[config.mk]
export PLATFORM = sky130hd
export DESIGN_NAME = rgb2gray_frame_ctrl
export DESIGN_NICKNAME = d
export VERILOG_FILES = /design/src/rtl/rgb2gray_frame_ctrl.sv
export SDC_FILE = /design/constraint.sdc
export NUM_CORES = 1
export LEC_CHECK = 0
export ABC_AREA = 1
export ABC_CLOCK_PERIOD_IN_PS = 1700
export CAP_MARGIN = 20
export CORE_ASPECT_RATIO = 1.75
export CORE_MARGIN = 5
export CORE_UTILIZATION = 54
export CTS_CLUSTER_DIAMETER = 120
export DETAILED_ROUTE_END_ITERATION = 12
export PLACE_DENSITY = 0.79
export SYNTH_ARGS = -nofsm -noshare
export SYNTH_HDL_FRONTEND = slang
export SYNTH_SLANG_ARGS = --single-unit
[constraint.sdc]
create_clock -name clk -period 1.7 [get_ports clk]
set_input_delay 0.425 -clock clk [delete_from_list [all_inputs] [get_ports clk]]
set_output_delay 0.425 -clock clk [all_outputs]
set_load 0.02 [all_outputs]
[src/rtl/rgb2gray_frame_ctrl.sv]
// Frame sequencer for the RGB2Gray input stage: gates pixel strobes, tracks col/row, aligns gray valid/done.
// Optional protocol-error detection enabled by defining RGB2GRAY_CTRL_ERR_EN.
module rgb2gray_frame_ctrl #(
  parameter int IMG_WIDTH  = 640,
  parameter int IMG_HEIGHT = 480,
  parameter int PIPE_LAT   = 4,
  localparam int COL_W = $clog2(IMG_WIDTH),
  localparam int ROW_W = (IMG_HEIGHT > 1) ? $clog2(IMG_HEIGHT) : 1
) (
  input  logic             clk,
  input  logic             rst,
  input  logic             start_i,
  input  logic             pixel_valid_i,
  output logic             dp_en_o,
  output logic [COL_W-1:0] col_o,
  output logic [ROW_W-1:0] row_o,
  output logic             gray_valid_o,
  output logic             busy_o,
  output logic             done_o,
  output logic             err_o
);

  localparam logic [COL_W-1:0] COL_MAX    = COL_W'(IMG_WIDTH - 1);
  localparam logic [ROW_W-1:0] ROW_MAX    = ROW_W'(IMG_HEIGHT - 1);
  localparam logic [3:0]       DRAIN_LOAD = 4'((PIPE_LAT > 1) ? PIPE_LAT - 2 : 0);

  typedef enum logic [1:0] {IDLE, RUN, DRAIN, DONE} state_t;

  state_t              state;
  logic [COL_W-1:0]    col_cnt;
  logic [ROW_W-1:0]    row_cnt;
  logic [3:0]          drain_cnt;
  logic [PIPE_LAT-1:0] vchain;

  assign dp_en_o      = (state == RUN) && pixel_valid_i;
  assign col_o        = col_cnt;
  assign row_o        = row_cnt;
  assign gray_valid_o = vchain[PIPE_LAT-1];

  always_ff @(posedge clk) begin
    if (rst) begin
      state     <= IDLE;
      col_cnt   <= '0;
      row_cnt   <= '0;
      drain_cnt <= '0;
      vchain    <= '0;
      busy_o    <= 1'b0;
      done_o    <= 1'b0;
    end else begin
      done_o    <= 1'b0;
      vchain[0] <= dp_en_o;
      for (int unsigned i = 1; i < PIPE_LAT; i++) vchain[i] <= vchain[i-1];
      case (state)
        IDLE: begin
          if (start_i) begin
            state   <= RUN;
            busy_o  <= 1'b1;
            col_cnt <= '0;
            row_cnt <= '0;
          end
        end
        RUN: begin
          if (pixel_valid_i) begin
            if (col_cnt == COL_MAX) begin
              col_cnt <= '0;
              if (row_cnt == ROW_MAX) begin
                row_cnt <= '0;
                // DRAIN holds PIPE_LAT-1 cycles so DONE lands on the last chain output
                if (PIPE_LAT == 1) begin
                  state  <= DONE;
                  done_o <= 1'b1;
                end else begin
                  state     <= DRAIN;
                  drain_cnt <= DRAIN_LOAD;
                end
              end else begin
                row_cnt <= row_cnt + 1'b1;
              end
            end else begin
              col_cnt <= col_cnt + 1'b1;
            end
          end
        end
        DRAIN: begin
          if (drain_cnt == '0) begin
            state  <= DONE;
            done_o <= 1'b1;
          end else begin
            drain_cnt <= drain_cnt - 1'b1;
          end
        end
        DONE: begin
          state  <= IDLE;
          busy_o <= 1'b0;
        end
        default: state <= IDLE;
      endcase
    end
  end

`ifdef RGB2GRAY_CTRL_ERR_EN
  // An accepted start clears the flag; pixel_valid in that same cycle is exempt.
  always_ff @(posedge clk) begin
    if (rst)
      err_o <= 1'b0;
    else if (state == IDLE && start_i)
      err_o <= 1'b0;
    else if ((start_i && busy_o) || (pixel_valid_i && state != RUN))
      err_o <= 1'b1;
  end
`else
  assign err_o = 1'b0;
`endif

endmodule

==> results_dict.tcl, run 1 <==
set metrics [dict create \
    number_of_global_route_vias_before_repair 1818 \
    holdCritPathClass "reg -> reg" \
    track_usage_pct 21.4 \
    clk_pin_slew_worst_paths_ns 0.07 \
    port-buffer-count 26 \
    critPathLaunchType "input pin" \
    drv_slew 0 \
    tritoncts "built" \
    drtPass1Iterations 4 \
    vdd_ir_drop_max_v 0.00138 \
    synth_warnings 0 \
    nets 332 \
    syn-cell-area_um2 1900 \
    async_reset_ff_share_pct 0 \
    final_design_area_no_fill_um2 2570 \
    crit_type "in -> out" \
    wire_length_of_the_first_global_routing_pass_mm 7.60 \
    detailroute.via_count 1843 \
    antenna_left 0 \
    floorplan.die.height_um 88.6 \
    min_period_over_period_pct 98.5 \
    num_cts_buffers 5 \
    critPathArrivalTime_ns 1.25 \
    dominantRegCellSynth "sky130_fd_sc_hd__dfxtp_1" \
    maxCapViolCount 0 \
    postCtsSetupRepairBufs 0 \
    power_frac_seq_pct 23.9 \
    switching_power_uw 1490 \
    gpl.final_weighted_congestion 0.875 \
    crit_required_ns 1.27 \
    placementRows 28 \
    cts.sink_count 31 \
    hold_viol_final 0 \
    average_routed_wire_per_standard_cell_um 12.5 \
    drc 0 \
    detail_route.wirelength_mm 4.56 \
    detail_route.vias_per_cell 5.05 \
    totalNegativeSetupSlack_ns 0 \
    syn_area_per_cell_um2 7.19 \
    crit_fanout 2 \
    drt_iter0_drc 24 \
    grt-ovfl-total 0 \
    outcome "finished, final reports clean" \
    clk_root_buffer_cell "sky130_fd_sc_hd__clkbuf_8" \
    fin_crit_ns 1.67 \
    finalSetupViolations 0 \
    post-dp-hpwl_mm 3.48 \
    ys_types 34 \
    drive_gt1_share_pct 24.7 \
    synth-edff-count 0 \
    postSynthNetCount 278 \
    die_w_um 54.9 \
    power_switching_share_pct 39.8 \
    grt_max_degree 15 \
    power_leakage_uw 0.00122 \
    initial_utilization_pct 56.0 \
    p_per_area_nw_per_um2 1460 \
    total_of_hold_buffers_inserted_after_clock_tree_synthesis 0 \
    detailed_place.area_um2 2400 \
    synthesis.instances 265 \
    grt_antenna_before_repair 0 \
    antenna-diode-count 0 \
    fmax_mhz 597 \
    filler_cell_count 264 \
    fp.dieArea_um2 4860 \
    setup.worst_path.end_class "output pin" \
    clock_tree.buffer_depth 2 \
    design.core.area_um2 3400 \
    insertion_delay_ns 0.29 \
    power.combinational.fraction_pct 55.9 \
    synthToLayoutAreaGrowth_pct 34.8 \
    synth-seq-area-share_pct 32.6 \
    fin_worst_skew_ns 0.00542 \
    cts.htree.levels 2 \
    share_clk_of_total_power_pct 20.2 \
    floorplan.io_pins 28 \
    synth.ff_latch_count 31 \
    internal_power_uw 2250 \
]
-- per-stage QoR --
| step | setup slack (ns) | hold WS (ns) | instances | total power, uW | util (%) |
|---|---|---|---|---|---|
| after floorplan | 0.168 | 0.388 | 265 | 2190 | - |
| after global placement | -0.413 | 0.393 | 357 | 2830 | 70.7 |
| after detailed placement | -0.410 | 0.400 | 357 | 2870 | 70.7 |
| after CTS | 0.000298 | 0.411 | 365 | 3660 | 74.2 |
| after global routing | -0.0162 | 0.437 | 365 | 4020 | 75.6 |
| final | 0.0263 | 0.407 | 365 | 3750 | 75.6 |
-- registers in the layout, summed over array words and instances, names as in the netlist --
register   cells
col_o         10
row_o          9
drain_cnt      4
vchain         4
state          2
busy_o         1
done_o         1
-- critical path, stage by stage --
cell and delay [ns]:
sky130_fd_sc_hd__clkdlybuf4s50_1 0.49, sky130_fd_sc_hd__nand2_1 0.11, sky130_fd_sc_hd__inv_1 0.06, sky130_fd_sc_hd__buf_2 0.15
-- area by class of cell --
type	count	area (um2)	share of cell area, %
multi-input combinational	186	1130	43.9
sequential	31	622	24.2
timing repair buffer	54	492	19.2
inverter	41	154	5.99
clock buffer	6	82.6	3.22
tap	45	56.3	2.19
clock inverter	2	35.0	1.36
-- cell usage in the layout (no fill, tap or decap), types with 2 or more instances in the layout --
| cell type | netlist | layout |
|---|---|---|
| sky130_fd_sc_hd__nor2_2 | 5 | 7 |
| sky130_fd_sc_hd__o21ai_1 | 4 | 4 |
| sky130_fd_sc_hd__nor2_1 | 30 | 27 |
| sky130_fd_sc_hd__ha_2 | 0 | 2 |
| sky130_fd_sc_hd__nand4_1 | 7 | 7 |
| sky130_fd_sc_hd__or2_2 | 2 | 2 |
| sky130_fd_sc_hd__a21oi_1 | 9 | 8 |
| sky130_fd_sc_hd__clkdlybuf4s50_1 | 0 | 11 |
| sky130_fd_sc_hd__ha_1 | 9 | 6 |
| sky130_fd_sc_hd__dfxtp_1 | 31 | 30 |
| sky130_fd_sc_hd__nor3_1 | 3 | 3 |
| sky130_fd_sc_hd__nand2_2 | 6 | 3 |
| sky130_fd_sc_hd__nand3_4 | 2 | 2 |
| sky130_fd_sc_hd__inv_1 | 36 | 36 |
| sky130_fd_sc_hd__nor2_4 | 2 | 3 |
| sky130_fd_sc_hd__dlygate4sd2_1 | 0 | 10 |
| sky130_fd_sc_hd__clkbuf_8 | 0 | 6 |
| sky130_fd_sc_hd__dlymetal6s2s_1 | 0 | 4 |
| sky130_fd_sc_hd__inv_2 | 3 | 3 |
| sky130_fd_sc_hd__clkinv_1 | 2 | 2 |
| sky130_fd_sc_hd__nand2_4 | 2 | 5 |
| sky130_fd_sc_hd__xor2_1 | 4 | 4 |
| sky130_fd_sc_hd__buf_12 | 0 | 2 |
| sky130_fd_sc_hd__a21oi_2 | 2 | 3 |
| sky130_fd_sc_hd__nand3_2 | 6 | 6 |
| sky130_fd_sc_hd__nand3_1 | 27 | 27 |
| sky130_fd_sc_hd__buf_4 | 4 | 25 |
| sky130_fd_sc_hd__nand2_1 | 56 | 56 |
-- cell families after synthesis --
family,Yosys count,share of synthesized area [%]
compound gates,17,4.99
buf+inv,48,10.8
other cells,1,0.197
fa+ha+maj,9,5.91
simple gates,154,43.2
xor+xnor,5,2.30
flops,31,32.6
-- synth_stat cells, types with 3 or more instances --
| library cell | count | area share, % |
|---|---|---|
| sky130_fd_sc_hd__nand4_1 | 7 | 2.3 |
| sky130_fd_sc_hd__nor3_1 | 3 | 0.79 |
| sky130_fd_sc_hd__inv_1 | 36 | 7.1 |
| sky130_fd_sc_hd__nand3_2 | 6 | 3.2 |
| sky130_fd_sc_hd__nor2_1 | 30 | 5.9 |
| sky130_fd_sc_hd__dfxtp_1 | 31 | 33 |
| sky130_fd_sc_hd__nor2_2 | 5 | 1.6 |
| sky130_fd_sc_hd__ha_1 | 9 | 5.9 |
| sky130_fd_sc_hd__xor2_1 | 4 | 1.8 |
| sky130_fd_sc_hd__nand2_2 | 6 | 2.0 |
| sky130_fd_sc_hd__buf_4 | 4 | 1.6 |
| sky130_fd_sc_hd__o21ai_1 | 4 | 1.1 |
| sky130_fd_sc_hd__inv_2 | 3 | 0.59 |
| sky130_fd_sc_hd__a21oi_1 | 9 | 2.4 |
| sky130_fd_sc_hd__nand3_1 | 27 | 7.1 |
| sky130_fd_sc_hd__nand2_1 | 56 | 11 |
-- metal layers --
layer,up-vias,GRT usage (%),wire (um)
met2,40,40.9,2620
met4,0,11.7,155
met3,13,3.88,176
met1,844,19.7,1600
met5,-,0,0
li1,946,-,-
-- power by group through the flow --
stage               sequential [uW]  combinational [uW]  clock, uW
floorplan                       933                1250          0
global placement                903                1920          0
detailed placement              907                1960          0
CTS                             891                2000        769
global route                    909                2320        794
finish                          896                2090        756
-- timing repair --
action / CTS / global route
pin swaps: 0 / 5
gates resized for setup: 19 / 13
setup endpoints to repair: 18 / 24
-- path summary, 6_finish.rpt --
path	from	to	cells past startpoint	slack, ns
hold / removal	vchain[1]	vchain[2]	2	0.41
setup / recovery	pixel_valid_i	dp_en_o	4	0.03
hold reg to reg	vchain[1]	vchain[2]	2	0.41
setup reg to reg	state[1]	drain_cnt[2]	11	0.09
Power figures use the tool's default switching activity.
==> run 2: changes to the inputs <==
- CAP_MARGIN: 20 -> not set
==> results of run 2 <==
Same layout as run 1: the final DEF is identical, and so are final timing and power.
==> RTL change (config.mk and constraints of run 2) <==
Set the parameter `IMG_HEIGHT` to 240 (it was 480).
--- a/src/rtl/rgb2gray_frame_ctrl.sv
+++ b/src/rtl/rgb2gray_frame_ctrl.sv
@@ -3,5 +3,5 @@
 module rgb2gray_frame_ctrl #(
   parameter int IMG_WIDTH  = 640,
-  parameter int IMG_HEIGHT = 480,
+  parameter int IMG_HEIGHT = 240,
   parameter int PIPE_LAT   = 4,
   localparam int COL_W = $clog2(IMG_WIDTH),
Ports: changed (resized row_o); port bits go from 28 to 27. No check against the original RTL was run, so the function may have changed too.
==> RTL change against run 2 <==
Core utilization fell by 1.0 points. Wire length fell by 18%. Count of clock-buffer cells in the layout rose by 1. Combinational power fell by 11%. Design area fell by 15%. Worst setup slack got worse by 0.0023 ns. Power fell by 12%. Sequential cell count fell by 1. Critical path type is now reg -> out. Synthesized area fell by 13%. Clock skew barely moved. Critical path depth fell by 3. Non-clock buffer count fell by 12.
==> RTL change: results (changes against run 2) <==
- # fillers: 230 (-13%)
- Layout Nets: 295 (-11%)
- Routed vias/inst: 5.12 (+1.4%)
- Clock skew: 0.00531 ns (-0.000110 ns)
- Layout cell share with drive strength beyond 1: 18.9% (-5.7 points)
- Detail Placement HPWL: 2540 um (-27%)
- Critical path fanouts, max: 3 (+1)
- Worst vdd ir: 1.10 mV (-20%)
- Post-CTS Resized: 15 (-4)
- Pin count of the biggest net entering global routing: 20 (+5)
- Fraction of area in multi-input gates: 42.9% (-0.91 points)
- DRT Wirelength: 3730 um (-18%)
- First-pass GRT wire length: 5990 um (-21%)
- Sequential cell area share: 27.5% (+3.3 points)
- Signal buf overhead: 17.4% (-1.8 points)
- Net count of the mapped netlist: 251 (-9.7%)
- Leakage: 1.09 nW (-11%)
- Global Route Usage Sum: 17.5% (-3.9 points)
- Layout clock area frac: 4.19% (-0.40 points)
- Signal buffers: 42 (-22%)
- Most frequent cells after synthesis: 54 x nand2_1, 37 x inv_1, 35 x nor2_1
- Count of clock buffers in the final design: 7 (+1)
- Inverters, non-clock: 37 (-9.8%)
- GP Congestion: 0.878 (+0.30%)
- Syn_area_per_cell: 6.88 sq um (-4.2%)
- Post-synth top area share: 36.4% (+3.8 points)
- Sequential fraction of the synthesis area: 36.4% (+3.8 points)
- Slowest Stage Delay on Critical Path: 0.61 ns (+0.12 ns)
- Clock period minus final worst setup slack: 1.68 ns (+0.00226 ns)
- Setup slack after placement: -0.341 ns (+0.0684 ns)
- Status: completed
==> RTL change: cell types whose count changed after synthesis, moves of 3 or more <==
cell     change
nor2_1       +5
nor2_2       -4
xor2_1       -3
o21ai_1      -3
nand3_1      -6
nand3_2      -4
inv_2        -3
o21ai_0      +3
a21oi_1      +4
==> RTL change: worst paths after layout <==
| check | start | to | slack, ns |
|---|---|---|---|
| setup / recovery | col_o[8] | col_o[8] | 0.02 |
| hold / removal | vchain[1] | vchain[2] | 0.40 |
| setup reg to reg | state[1] | row_o[5] | 0.08 |
| hold reg to reg | vchain[1] | vchain[2] | 0.40 |
==> RTL change: cell families (layout without fill, tap and decap cells) <==
group,count (synthesis),after routing,share of synthesized area [%]
simple gates,137,138,39.5
buf+inv,43,87,11.2
flops,30,30,36.4
compound gates,20,20,6.36
fa+ha+maj,7,7,5.30
xor+xnor,2,2,1.06
other cells,1,1,0.227
==> RTL change: power by group <==
part / leakage, nW / internal (W) / switching [W] / total [W]
combinational: 0.798 / 0.000744 / 0.00111 / 0.00185
sequential: 0.243 / 0.000802 / 0.0000537 / 0.000856
clock: 0.0482 / 0.000326 / 0.000271 / 0.000597
==> RTL change: metrics by stage <==
stage	instance area, sq um	TNS [ns]
after global placement	2000	-2.54
after floorplan	1650	0
after detailed placement	2000	-2.90
final	2180	0
after global routing	2180	-0.110
after CTS	2080	0
==> RTL change: layer usage <==
metal | wire length [um] | track usage, %
met2 | 2100 | 31.6
met4 | 55 | 8.59
met3 | 144 | 3.76
met5 | 0 | 0
met1 | 1430 | 18.2
==> RTL change: tightest hold or removal path: stages, from the launching register on <==
cell and delay, ns:
dfxtp_1 0.29, inv_1 0.04, nor2_1 0.03
